File: config.mk
export PLATFORM = sky130hd
export DESIGN_NAME = mult_arbiter
export DESIGN_NICKNAME = d
export VERILOG_FILES = /design/src/rtl/mult_arb_pkg.sv /design/src/rtl/shift_add_core.sv /design/src/rtl/mult_arbiter.sv
export SDC_FILE = /design/constraint.sdc
export NUM_CORES = 1
export LEC_CHECK = 0
export BUFFER_PORTS_ARGS = -buffer_cell sky130_fd_sc_hd__buf_2
export CORE_MARGIN = 10
export CORE_UTILIZATION = 60
export CTS_CLUSTER_SIZE = 40
export DETAILED_ROUTE_END_ITERATION = 7
export PLACE_DENSITY = 0.92
export SLEW_MARGIN = 20
export SYNTH_ARGS = -nofsm -noshare
export SYNTH_HDL_FRONTEND = slang
export SYNTH_SLANG_ARGS = --single-unit
export TNS_END_PERCENT = 10
File: constraint.sdc
create_clock -name i_clk -period 10.1 [get_ports i_clk]
set_clock_uncertainty 0.2 [all_clocks]
set_input_delay 2.02 -clock i_clk [delete_from_list [all_inputs] [get_ports i_clk]]
set_output_delay 2.02 -clock i_clk [all_outputs]
set_load 0.05 [all_outputs]
File: src/rtl/mult_arb_pkg.sv
// mult_arb_pkg: shared definitions for the two-requester shift-add multiplier.
//   OP_W     operand width
//   PROD_W   product / accumulator width
//   NUM_ITER number of shift-add iterations per job
//   CNT_W    width of the iteration counter
//   state_t  arbiter FSM states
package mult_arb_pkg;

  localparam int unsigned OP_W     = 8;
  localparam int unsigned PROD_W   = 16;
  localparam int unsigned NUM_ITER = 8;
  localparam int unsigned CNT_W    = $clog2(NUM_ITER);

  typedef enum logic [1:0] {
    ST_IDLE = 2'd0,
    ST_CALC = 2'd1,
    ST_DONE = 2'd2
  } state_t;

endpackage

File: src/rtl/shift_add_core.sv
// shift_add_core: iterative shift-add multiplier datapath.
// Ports:
//   clk, rst  clock, synchronous active-high reset
//   load      capture a/b, clear accumulator and counter
//   step      perform one iteration (add a<<k if b[k])
//   a, b      operands (sampled on load only)
//   sum       accumulator value after the current step
//   done      high during the step that completes the last iteration
module shift_add_core
  import mult_arb_pkg::*;
(
  input  logic              clk,
  input  logic              rst,
  input  logic              load,
  input  logic              step,
  input  logic [OP_W-1:0]   a,
  input  logic [OP_W-1:0]   b,
  output logic [PROD_W-1:0] sum,
  output logic              done
);

  logic [PROD_W-1:0] acc;
  logic [PROD_W-1:0] a_sh;
  logic [OP_W-1:0]   b_q;
  logic [CNT_W-1:0]  cnt;

  // sum is the post-step accumulator so the final product is available
  // combinationally in the same cycle as done.
  always_comb begin
    sum  = acc + (b_q[cnt] ? a_sh : '0);
    done = step && (cnt == CNT_W'(NUM_ITER - 1));
  end

  always_ff @(posedge clk) begin
    if (rst) begin
      acc  <= '0;
      a_sh <= '0;
      b_q  <= '0;
      cnt  <= '0;
    end else if (load) begin
      acc  <= '0;
      a_sh <= PROD_W'(a);
      b_q  <= b;
      cnt  <= '0;
    end else if (step) begin
      acc  <= sum;
      a_sh <= a_sh << 1;
      cnt  <= cnt + CNT_W'(1);
    end
  end

endmodule

File: src/rtl/mult_arbiter.sv
// mult_arbiter: arbitrates two requesters onto one shift-add multiplier.
// Ports:
//   i_clk, i_rst          clock, synchronous active-high reset
//   i_reqN, i_aN, i_bN    requester N request level and operands
//   o_gntN                one-cycle pulse: requester N operands captured
//   o_doneN               one-cycle pulse: requester N result on o_p
//   o_p                   product of the last completed job
//   o_busy                a job is in progress
// Configuration:
//   MULT_ARB_ROUND_ROBIN_EN  defined: simultaneous requests alternate via a
//                            last-served pointer; undefined: requester 0 wins.
module mult_arbiter
  import mult_arb_pkg::*;
(
  input  logic              i_clk,
  input  logic              i_rst,
  input  logic              i_req0,
  input  logic [OP_W-1:0]   i_a0,
  input  logic [OP_W-1:0]   i_b0,
  input  logic              i_req1,
  input  logic [OP_W-1:0]   i_a1,
  input  logic [OP_W-1:0]   i_b1,
  output logic              o_gnt0,
  output logic              o_gnt1,
  output logic              o_done0,
  output logic              o_done1,
  output logic [PROD_W-1:0] o_p,
  output logic              o_busy
);

  state_t            state, state_nxt;
  logic              sel;
  logic              win1;
  logic              core_load;
  logic              core_step;
  logic              core_done;
  logic [PROD_W-1:0] core_sum;
  logic [OP_W-1:0]   a_mux;
  logic [OP_W-1:0]   b_mux;

`ifdef MULT_ARB_ROUND_ROBIN_EN
  logic last_q;
  // On a tie, requester 1 wins only if requester 0 was served last.
  assign win1 = i_req1 & (~i_req0 | ~last_q);
`else
  assign win1 = i_req1 & ~i_req0;
`endif

  assign a_mux = win1 ? i_a1 : i_a0;
  assign b_mux = win1 ? i_b1 : i_b0;

  shift_add_core u_core (
    .clk  (i_clk),
    .rst  (i_rst),
    .load (core_load),
    .step (core_step),
    .a    (a_mux),
    .b    (b_mux),
    .sum  (core_sum),
    .done (core_done)
  );

  always_ff @(posedge i_clk) begin
    if (i_rst) state <= ST_IDLE;
    else       state <= state_nxt;
  end

  always_comb begin
    state_nxt = state;
    core_load = 1'b0;
    core_step = 1'b0;
    case (state)
      ST_IDLE: begin
        if (i_req0 || i_req1) begin
          core_load = 1'b1;
          state_nxt = ST_CALC;
        end
      end
      ST_CALC: begin
        core_step = 1'b1;
        if (core_done) state_nxt = ST_DONE;
      end
      ST_DONE:  state_nxt = ST_IDLE;
      default:  state_nxt = ST_IDLE;
    endcase
  end

  always_ff @(posedge i_clk) begin
    if (i_rst) begin
      sel    <= 1'b0;
      o_gnt0 <= 1'b0;
      o_gnt1 <= 1'b0;
      o_p    <= '0;
`ifdef MULT_ARB_ROUND_ROBIN_EN
      last_q <= 1'b1;
`endif
    end else begin
      o_gnt0 <= core_load & ~win1;
      o_gnt1 <= core_load & win1;
      if (core_load) begin
        sel <= win1;
`ifdef MULT_ARB_ROUND_ROBIN_EN
        last_q <= win1;
`endif
      end
      if (core_done) o_p <= core_sum;
    end
  end

  assign o_done0 = (state == ST_DONE) && !sel;
  assign o_done1 = (state == ST_DONE) && sel;
  assign o_busy  = (state != ST_IDLE);

endmodule
==> key figures, run 1 <==
Synthesis
  • Compound-cell area share of the yosys netlist: 0.216
  • Asr flop ratio synth: 0
  • Yosys cell types: 50
  • Mux cell area share after synthesis: 0.0204
  • Syn Area/Cell: 8.18 um^2
  • Main combinational cell family by area after synthesis: compound AO/OA/AOI/OAI gates
  • Main synth FF type: dfxtp_1
  • Mapped cell area: 0.00331 mm^2
  • Post-Syn Nets: 459
  • Synth Area in Adders: 0.0702
  • Synth Register Bits: 64
  • Post-synthesis simple-gate area fraction: 0.214
  • XOR/XNOR share of the synthesized area: 0.0370
  • Synth warnings: 0
  • EDFF count, synth: 0
  • Seq/Total Area, Yosys: 0.387
  • Synthesized instance count: a little over 400

Routing
  • Routed Wire Length: 8260 um
  • DR vias: between 3000 and 4000
  • DRC: 0
  • Post-route ant nets: 0
  • Via density: 5.81
  • Routed wire per std cell: 15.7 um
  • 1st-iter DRT viols: 155
  • DR pass1 iterations: 5

Worst setup path
  • R2R Setup Slk: about 6.2 ns
  • Family with the most delay on the worst path: multiplexers
  • Reg-to-Reg End: u_core.acc[14]
  • Slowest-stage cell, CP: mux4_2
  • CP cell instances: mux4_2 > mux2_2 > and2_1 > ha_1 > fa_1 > a21o_2 > a221oi_2 > or4_1 > o2bb2ai_1 > xor2_1 > o21ai_1
  • FF-to-FF path depth: 11
  • CP bufs+invs: 0
  • RR Startpoint: u_core.cnt[0]
  • Crit. End Element: register
  • Crit path max fanout: 16
  • Delay of the slowest critical-path stage: 0.55 ns
  • Crit path required time: between 10 and 15 ns
  • Instance count on the critical path: 11
  • CP Launch Type: register
  • Crit path arrival time: 3.94 ns
  • Worst Setup Path Type: reg -> reg

GRT
  • First-pass GRT wire length: 14100 um
  • Number of global-route vias before repair: 3173
  • Largest net degree at the start of global routing: 33
  • Total GRT Usage: 0.196
  • Initial antenna violation count: 0
  • GRT overflow: 0

Die
  • DIE AREA: 0.00889 mm^2
  • DIE WIDTH: 94.3 um
  • Std cell rows: 26
  • I/O Pins: 57
  • Die height: 94.3 um
  • Initial Util: 0.633
  • Core area: about 0.0052 mm^2

Placement
  • PortBufs: 56
  • Placer Congestion: 0.913
  • Hpwl dp: 6040 um

Timing
  • Max Slew Vio Count: 0
  • Fmax: 0.256 GHz
  • Fin crit period: 3.91 ns
  • Setup_tns: 0 ns
  • Endpoints failing setup: 0
  • Hold WS: 0.251 ns
  • Final hold violation count: 0
  • Final Cycle Share: 0.387
  • Unrepaired setup endpoints after global routing: no
  • Worst-margin pin slew: 1.03 ns
  • Slew headroom: 0.314

Power and ir drop
  • Worst VDD drop: 98.5 uV
  • Register share of total power: 0.486
  • Pwr/cell area: 145 mW/mm^2
  • Post-layout power: 544 uW
  • P_sw: 130 uW
  • Combinational share of power: 0.087
  • Clock share of power: 0.427
  • Static Leak: 1.59 nW
  • Internal power: 414 uW
  • Sw Ratio: 0.239

CTS
  • H-tree depth: 3
  • Hold Buf Count CTS: 0
  • Clock Latency Late Sink: ~0.35 ns
  • TritonCTS Sinks: 64
  • Num CTS Buffers: 9
  • Setup repair bufs after CTS: 0
  • CTS tree: built
  • Root Driver: clkbuf_8
  • Clock transition at path regs: ~0.07 ns
  • Max Root-Sink Buffers: 2
  • Post-CTS Resized: 0

Hold path
  • Worst hold start: o_p[8]
  • Hold Path Cell Cnt: 2
  • Worst Hold Path EP: o_p[8]
  • Hold crit path type: reg -> reg

Layout
  • Footprint of the multi-input gates: 0.00185 mm^2
  • Final nets: roughly 510
  • Layout area overhead: 13.3%
  • Most frequent cells in the layout: nand2_1 (86), dfxtp_1 (64), buf_2 (56)
  • Share of cells above drive strength 1: 0.176
  • Number of fill cells: 393
  • Storage cell area: 0.00128 mm^2
  • Antenna fix cells: 0
  • Most common cell after layout, fill and taps aside: nand2_1

Outcome
  • Status: finished, final reports clean

Flow run
  • Number of max-cap violations: 0
## metrics by stage
stage	area [um^2]	worst slack, ns	utilization	std cells
global placement	3550	5.78	0.678	510
finish	3750	6.19	0.717	525
floorplan	3310	6.31	-	405
detailed placement	3550	5.57	0.678	510
global route	3750	6.00	0.717	525
CTS	3750	5.93	0.717	525
## worst max path at each step
stage                   from  slack (ns)        endpoint
2_1_floorplan       state[1]        6.31         o_done0
3_5_place_dp          i_req0        5.57  u_core.acc[13]
5_1_grt               i_req0        6.00  u_core.acc[13]
6_report       u_core.cnt[0]        6.19  u_core.acc[14]
3_3_place_gp          i_req0        5.78  u_core.acc[13]
4_1_cts               i_req0        5.93  u_core.acc[13]
## state kept, by name (all words and copies together) (netlist names)
name         cells
state            2
o_gnt0           1
u_core.b_q       8
u_core.cnt       3
u_core.a_sh     16
u_core.acc      16
o_p             16
o_gnt1           1
sel              1
## power by group through the flow
stage / Sequential (mW) / Clock (mW) / Combinational, mW
floorplan: 0.269 / 0 / 0.0331
global placement: 0.269 / 0 / 0.0444
detailed placement: 0.270 / 0 / 0.0467
CTS: 0.264 / 0.233 / 0.0471
global route: 0.265 / 0.244 / 0.0527
finish: 0.264 / 0.232 / 0.0471
## worst register-to-register path: stages, from the launching register on
cell and delay (ns):
dfxtp_1 0.46, mux4_2 0.55, mux2_2 0.39, and2_1 0.20
ha_1 0.21, fa_1 0.41, a21o_2 0.26, a221oi_2 0.39
or4_1 0.23, o2bb2ai_1 0.15, xor2_1 0.26, o21ai_1 0.10
## cell families (layout without fill, tap and decap cells)
family / count (synthesis) / after routing
and+or+nand+nor: 154 / 154
AOI/OAI and AO/OA: 116 / 116
DFF: 64 / 64
buffers and inverters: 35 / 85
adders and majority gates: 18 / 18
xor gates and xnor gates: 14 / 14
muxes: 4 / 4
## routing by layer
layer,global-route usage,vias up,routed length [um]
met4,0.101,0,181
met2,0.327,126,4060
met5,0,-,0
met1,0.214,1402,3410
li1,-,1505,-
met3,0.0695,19,605
## synth_stat cells, drive strengths merged, types with 8 or more instances
| cell | number | area [um^2] |
|---|---|---|
| nand2 | 86 | 323 |
| a22oi | 8 | 60.1 |
| and2 | 19 | 119 |
| o21ai | 23 | 115 |
| a21oi | 48 | 240 |
| xnor2 | 9 | 78.8 |
| nor2 | 17 | 63.8 |
| ha | 17 | 213 |
| dfxtp | 64 | 1280 |
| clkbuf | 16 | 80.1 |
| inv | 12 | 45.0 |
## final cells by class
class | instances | share of cell area
clock buffer | 11 | 0.0350
multi-input combinational | 306 | 0.492
tap | 70 | 0.0233
inverter | 13 | 0.0130
clock inverter | 4 | 0.0187
timing repair buffer | 57 | 0.0767
sequential | 64 | 0.341
Power figures use the tool's default switching activity.
==> run 2: changes to the inputs <==
--- a/config.mk
+++ b/config.mk
@@ -5,12 +5,13 @@
 export SDC_FILE = /design/constraint.sdc
 export NUM_CORES = 1
 export LEC_CHECK = 0
+export ABC_AREA = 1
 export BUFFER_PORTS_ARGS = -buffer_cell sky130_fd_sc_hd__buf_2
 export CORE_MARGIN = 10
-export CORE_UTILIZATION = 60
+export CORE_UTILIZATION = 51
 export CTS_CLUSTER_SIZE = 40
 export DETAILED_ROUTE_END_ITERATION = 7
-export PLACE_DENSITY = 0.92
+export PLACE_DENSITY = 0.83
 export SLEW_MARGIN = 20
 export SYNTH_ARGS = -nofsm -noshare
 export SYNTH_HDL_FRONTEND = slang
==> constraint.sdc (replaced) <==
create_clock -name i_clk -period 3.19 [get_ports i_clk]
set_clock_uncertainty 0.2 [all_clocks]
set_input_delay 0.638 -clock i_clk [delete_from_list [all_inputs] [get_ports i_clk]]
set_output_delay 0.638 -clock i_clk [all_outputs]
set_load 0.05 [all_outputs]
==> key figures, run 2 <==
Layout
  • Share of cells above drive strength 1: 0.153 (-0.0228)
  • Final cell count without fillers: 684 (+30%)
  • Storage cell area: 0.00128 mm^2 (unchanged)
  • Number of fill cells: 625 (+59%)
  • Antenna fix cells: 0 (unchanged)
  • Final nets: 638 (+26%)
  • Layout area overhead: 14.0%
  • Most common cell after layout, fill and taps aside: nand2_1
  • Post-route cell area: 0.00407 mm^2 (+8.5%)
  • Footprint of the multi-input gates: 0.00189 mm^2 (+2.4%)
  • Most frequent cells in the layout: nand2_1 (139), inv_1 (78), dfxtp_1 (64)
  • Regs by FF count: o_p (16), u_core.a_sh (16), u_core.acc (16)

Die
  • Die height: 104 um (+10%)
  • Core area: 0.00679 mm^2 (+30%)
  • Initial Util: 0.526 (-0.107)
  • Std cell rows: 30 (+15%)
  • I/O Pins: 57 (unchanged)
  • DIE AREA: 0.0108 mm^2 (+21%)
  • DIE WIDTH: 104 um (+10%)

Worst setup path
  • Crit path required time: 3.24 ns (-6.88 ns)
  • CP bufs+invs: 2 (+2)
  • Crit path arrival time: 2.91 ns (-1.03 ns)
  • Crit. End Element: register
  • CP Launch Type: register
  • Worst Setup Path Type: reg -> reg
  • CP cell instances: inv_1 > nand2_1 > nand3_1 > nand3_1 > nand2_4 > nor2_1 > ha_1 > fa_1 > nand3_1 > nand2_1 > a21o_1 > nand3_1 > nand2_1 > nand2_1 > nand3_1 > nand2_1 > inv_1
  • Family with the most delay on the worst path: simple AND/OR/NAND/NOR gates
  • Delay of the slowest critical-path stage: 0.41 ns (-0.14 ns)
  • Crit path max fanout: 15 (-1)
  • Slowest-stage cell, CP: fa_1

Routing
  • DR vias: 3379 (+11%)
  • DR pass1 iterations: 6 (+1)
  • DRC: 0 (unchanged)
  • Routed Wire Length: 8500 um (+2.9%)
  • Via density: 4.94 (-15%)
  • Routed wire per std cell: 12.4 um (-21%)
  • Post-route ant nets: 0 (unchanged)
  • 1st-iter DRT viols: 185 (+19%)

Placement
  • Placed Cells incl. Taps: 669 (+31%)
  • Placed Instance Area: 0.00391 mm^2 (+9.9%)
  • Placer Congestion: 0.884 (-3.3%)
  • Hpwl dp: 6250 um (+3.5%)
  • PortBufs: 56 (unchanged)

Synthesis
  • Post-synth top area share: 0.359 (-0.0282)
  • Synth warnings: 0 (unchanged)
  • Mapped cell area: 0.00357 mm^2 (+7.9%)
  • Asr flop ratio synth: 0 (unchanged)
  • Synth Register Bits: 64 (unchanged)
  • Synthesized instance count: 531 (+31%)
  • Main synth FF type: dfxtp_1
  • Cell taking the most area after synthesis: dfxtp_1
  • Top cells by count, synth: nand2_1 (140), inv_1 (78), dfxtp_1 (64), nor2_1 (51), a21oi_1 (45)
  • Syn Area/Cell: 6.73 um^2 (-18%)
  • Seq/Total Area, Yosys: 0.359 (-0.0282)
  • Yosys cell types: 33 (-34%)
  • Post-Syn Nets: 585 (+27%)
  • Ranking of synthesized cells by area: dfxtp_1 (36%), nand2_1 (15%), inv_1 (8.2%)
  • EDFF count, synth: 0 (unchanged)
  • Count leader, synth: nand2_1

Timing
  • Slew headroom: 0.572 (+0.259)
  • Endpoints failing setup: 0 (unchanged)
  • Hold WS: 0.267 ns (+0.0164 ns)
  • Worst-margin pin slew: 0.639 ns (-0.390 ns)
  • Setup_tns: 0 ns (unchanged)
  • Final Cycle Share: 0.898 (+0.510)
  • Fmax: 0.349 GHz (+37%)
  • Fin crit period: 2.86 ns (-1.05 ns)
  • Unrepaired setup endpoints after global routing: no
  • Final hold violation count: 0 (unchanged)
  • Max Slew Vio Count: 0 (unchanged)

Power and ir drop
  • Static Leak: 2.15 nW (+35%)
  • Post-layout power: 1.68 mW (+210%)
  • Worst VDD drop: 240 uV (+140%)
  • Pwr/cell area: 412 mW/mm^2 (+180%)

GRT
  • First-pass GRT wire length: 14600 um (+3.5%)
  • Largest net degree at the start of global routing: 36 (+9.1%)
  • Initial antenna violation count: 0 (unchanged)
  • Number of global-route vias before repair: 3218 (+1.4%)
  • GRT overflow: 0 (unchanged)
  • Total GRT Usage: 0.158 (-0.0381)

CTS
  • Clock Latency Late Sink: 0.35 ns (about the same)
  • H-tree depth: 3 (unchanged)
  • Max Root-Sink Buffers: 2 (unchanged)
  • CTS tree: built
  • TritonCTS Sinks: 64 (unchanged)
  • Root Driver: clkbuf_8
  • Num CTS Buffers: 9 (unchanged)
  • Clock transition at path regs: 0.07 ns (about the same)
  • Setup repair bufs after CTS: 0 (unchanged)

Flow run
  • Number of max-cap violations: 0 (unchanged)

Outcome
  • Status: finished, final reports clean

Hold path
  • Hold crit path type: reg -> reg
==> run 2: cell types whose count changed after synthesis, moves of 6 or more <==
cell	change
clkbuf_1	-9
xnor2_1	-9
buf_2	+7
and2_1	-18
inv_2	+7
inv_1	+66
nor2_1	+34
a222oi_1	-6
nand3_1	+30
nand2_1	+54
a22oi_1	-7
==> run 2: layout make-up <==
type                       count  share of cell area
multi-input combinational    365               0.464
timing repair buffer          58              0.0725
clock inverter                 6             0.00921
tap                           96              0.0295
clock buffer                   9              0.0304
sequential                    64               0.314
inverter                      86              0.0795
==> run 2: cells by family (layout without fill, tap and decap cells) <==
logic type / after synthesis / count (layout) / share of synthesized area
AO/OA/AOI/OAI: 97 / 97 / 0.155
XOR/XNOR: 7 / 7 / 0.0172
flip-flops: 64 / 64 / 0.359
AND/OR/NAND/NOR: 243 / 243 / 0.290
buffers and inverters: 102 / 159 / 0.114
adder cells (fa/ha/maj): 18 / 18 / 0.0651
==> run 2: what timing repair did <==
item	in CTS	in global routing
resized for setup	0	2
endpoints found under the setup margin	0	17
hold buffers	0	0
==> run 2: power breakdown <==
| part | switching (mW) | internal [mW] |
|---|---|---|
| combinational | 0.163 | 0.0790 |
| clock | 0.317 | 0.272 |
| sequential | 0.0166 | 0.831 |
==> run 2: metal layers <==
layer  wire length, um  up-vias  GRT usage  part of all wire
met5                 0        -          0                 0
met4                85        0     0.0507             0.010
met3               517        8     0.0539             0.061
met2              3580       91      0.237              0.42
met1              4310     1498      0.206              0.51
li1                  -     1782          -                 -
==> run 2: worst paths after layout <==
kind	from	end	slack [ns]	depth (start not counted)
setup reg to reg	u_core.cnt[0]	u_core.acc[14]	0.33	17
setup / recovery	u_core.cnt[0]	u_core.acc[14]	0.33	17
hold / removal	o_p[0]	o_p[0]	0.27	2
hold reg to reg	o_p[0]	o_p[0]	0.27	2
==> run 2: through the flow <==
stage               setup WS, ns   util
floorplan                  0.520      -
global placement           0.315  0.575
detailed placement         0.178  0.575
CTS                        0.136  0.599
global route              0.0411  0.600
finish                     0.327  0.600
==> run 2: worst reg2reg max path: stages (launching register included) <==
cell	delay (ns)
dfxtp_1	0.36
inv_1	0.15
nand2_1	0.08
nand3_1	0.07
nand3_1	0.16
nand2_4	0.22
nor2_1	0.07
ha_1	0.21
fa_1	0.41
nand3_1	0.11
nand2_1	0.11
a21o_1	0.22
nand3_1	0.09
nand2_1	0.06
nand2_1	0.07
nand3_1	0.06
nand2_1	0.07
inv_1	0.03
==> run 3: changes to the inputs <==
--- a/config.mk
+++ b/config.mk
@@ -5,7 +5,6 @@
 export SDC_FILE = /design/constraint.sdc
 export NUM_CORES = 1
 export LEC_CHECK = 0
-export ABC_AREA = 1
 export BUFFER_PORTS_ARGS = -buffer_cell sky130_fd_sc_hd__buf_2
 export CORE_MARGIN = 10
 export CORE_UTILIZATION = 51
==> key figures, run 3 (same netlist as run 1, synthesis figures left out) <==
Power and ir drop
  • Internal power: 1.37 mW (+16%)
  • Combinational share of power: 0.095 (-0.049)
  • Post-layout power: 1.79 mW (+6.4%)
  • Pwr/cell area: 428 mW/mm^2 (+4.0%)
  • Static Leak: 1.73 nW (-19%)
  • Register share of total power: 0.469 (-0.036)
  • Sw Ratio: 0.231 (-0.0642)
  • P_sw: 413 uW (-17%)
  • Worst VDD drop: 385 uV (+60%)
  • Clock share of power: 0.437 (+0.086)

CTS
  • Max Root-Sink Buffers: 2 (unchanged)
  • CTS tree: built
  • Clock transition at path regs: 0.07 ns (about the same)
  • Num CTS Buffers: 9 (unchanged)
  • TritonCTS Sinks: 64 (unchanged)
  • Clock Latency Late Sink: 0.35 ns (about the same)
  • H-tree depth: 3 (unchanged)
  • Root Driver: clkbuf_8
  • Hold Buf Count CTS: 0 (unchanged)

Placement
  • Placer Congestion: 0.911 (+3.1%)
  • Hpwl dp: 6330 um (+1.3%)
  • PortBufs: 56 (unchanged)

Die
  • DIE WIDTH: 101 um (-3.0%)
  • Std cell rows: 29 (-3.3%)
  • I/O Pins: 57 (unchanged)
  • DIE AREA: 0.0101 mm^2 (-5.9%)
  • Die height: 101 um (-3.0%)
  • Initial Util: 0.525 (-0.00119)
  • Core area: 0.00631 mm^2 (-7.1%)

Worst setup path
  • Crit path max fanout: 6 (-9)
  • Crit path arrival time: 3.31 ns (+0.40 ns)
  • Worst Setup Path Type: reg -> reg
  • CP Launch Type: register
  • FF-to-FF path depth: 11 (-6)
  • R2R Setup Slk: -0.10 ns (-0.43 ns)
  • Crit path required time: 3.21 ns (-0.03 ns)
  • Reg-to-Reg End: o_p[14]
  • Crit. End Element: register
  • RR Startpoint: u_core.cnt[0]

Layout
  • Share of cells above drive strength 1: 0.271 (+0.118)
  • Antenna fix cells: 0 (unchanged)
  • Final nets: 528 (-17%)
  • Most common cell after layout, fill and taps aside: nand2_1
  • Layout area overhead: 25.8%
  • Regs by FF count: o_p (16), u_core.a_sh (16), u_core.acc (16)
  • Most frequent cells in the layout: nand2_1 (85), dfxtp_1 (63), buf_2 (56)

Routing
  • DRC: 0 (unchanged)
  • Routed Wire Length: 8810 um (+3.7%)
  • Post-route ant nets: 0 (unchanged)
  • 1st-iter DRT viols: 205 (+11%)
  • Via density: 5.71 (+16%)
  • Routed wire per std cell: 15.8 um (+28%)
  • DR vias: 3176 (-6.0%)
  • DR pass1 iterations: 5 (-1)

Outcome
  • Failing checks: negative setup slack
  • Status: finished, violations left

Timing
  • Final Cycle Share: 1.03 (+0.134)
  • Worst-margin pin slew: 0.927 ns (+0.287 ns)
  • Hold WS: 0.252 ns (-0.0147 ns)
  • Setup_tns: -0.716 ns (-0.716 ns)
  • Max Slew Vio Count: 0 (unchanged)
  • Unrepaired setup endpoints after global routing: yes
  • Fmax: 0.304 GHz (-13%)
  • Final worst slack: -0.101 ns (-0.427 ns)
  • Slew headroom: 0.381 (-0.191)
  • Fin crit period: 3.29 ns (+0.427 ns)
  • Endpoints failing setup: 10 (+10)
  • Final hold violation count: 0 (unchanged)

Hold path
  • Worst hold start: o_p[8]
  • Hold crit path type: reg -> reg
  • Hold Path Cell Cnt: 2 (unchanged)
  • Worst Hold Path EP: o_p[8]

GRT
  • Total GRT Usage: 0.170 (+0.0121)
  • Largest net degree at the start of global routing: 27 (-25%)
  • GRT overflow: 0 (unchanged)
  • Number of global-route vias before repair: 3059 (-4.9%)
  • Initial antenna violation count: 0 (unchanged)
  • First-pass GRT wire length: 14200 um (-2.8%)

Flow run
  • Number of max-cap violations: 0 (unchanged)
run 3: layer usage:
metal | global-route usage | routed length [um] | vias up | share of wire
li1 | - | - | 1561 | -
met1 | 0.202 | 3770 | 1476 | 0.43
met2 | 0.277 | 4220 | 126 | 0.48
met3 | 0.0569 | 684 | 13 | 0.078
met4 | 0.0630 | 129 | 0 | 0.015
met5 | 0 | 0 | - | 0
run 3: final cells by class:
cell class / count / area (um^2)
fill: 527 / 2140
multi-input combinational: 306 / 2050
sequential: 64 / 1280
timing repair buffer: 80 / 468
clock buffer: 13 / 159
tap: 77 / 96.3
clock inverter: 3 / 65.1
inverter: 13 / 48.8
run 3: how the worst max path moves through the flow:
| stage | startpoint | to | slack [ns] | cells past startpoint |
|---|---|---|---|---|
| 2_1_floorplan | u_core.cnt[0] | o_p[14] | -0.10 | 12 |
| 3_3_place_gp | u_core.cnt[0] | o_p[14] | -0.02 | 11 |
| 3_5_place_dp | u_core.cnt[0] | o_p[14] | -0.08 | 11 |
| 4_1_cts | u_core.cnt[0] | o_p[14] | -0.05 | 11 |
| 5_1_grt | u_core.cnt[0] | u_core.acc[8] | -0.21 | 11 |
| 6_report | u_core.cnt[0] | o_p[14] | -0.10 | 11 |
run 3: power by group through the flow:
stage	combinational (mW)	clock (mW)	sequential, mW
final	0.169	0.780	0.837
after floorplan	0.110	0	0.852
after global routing	0.186	0.821	0.839
after global placement	0.156	0	0.853
after CTS	0.165	0.791	0.836
after detailed placement	0.161	0	0.854
run 3: repair_timing:
| action | in CTS | in global routing |
|---|---|---|
| pin swaps | 5 | 15 |
| buffers inserted | 2 | 0 |
| resized for setup | 8 | 19 |
| setup endpoints to repair | 13 | 20 |
| hold endpoints to repair | 0 | 0 |
run 3: worst max-delay path, cell delays in order, from the launching register on:
cell and delay (ns):
dfxtp_4 0.37, mux4_2 0.49, mux2_4 0.32, and2_4 0.16, ha_4 0.16, fa_2 0.35, a21o_4 0.22, a221oi_4 0.33
or4_4 0.20, o2bb2ai_2 0.10, xor2_1 0.20, o21ai_1 0.07
run 3: through the flow:
step	setup slack [ns]	std cells	utilization	instance area, um^2
3_3_place_gp	-0.0201	538	0.597	3770
3_5_place_dp	-0.0811	538	0.597	3770
5_1_grt	-0.215	556	0.660	4170
2_1_floorplan	-0.101	405	-	3380
4_1_cts	-0.0533	556	0.644	4060
6_report	-0.101	556	0.660	4170
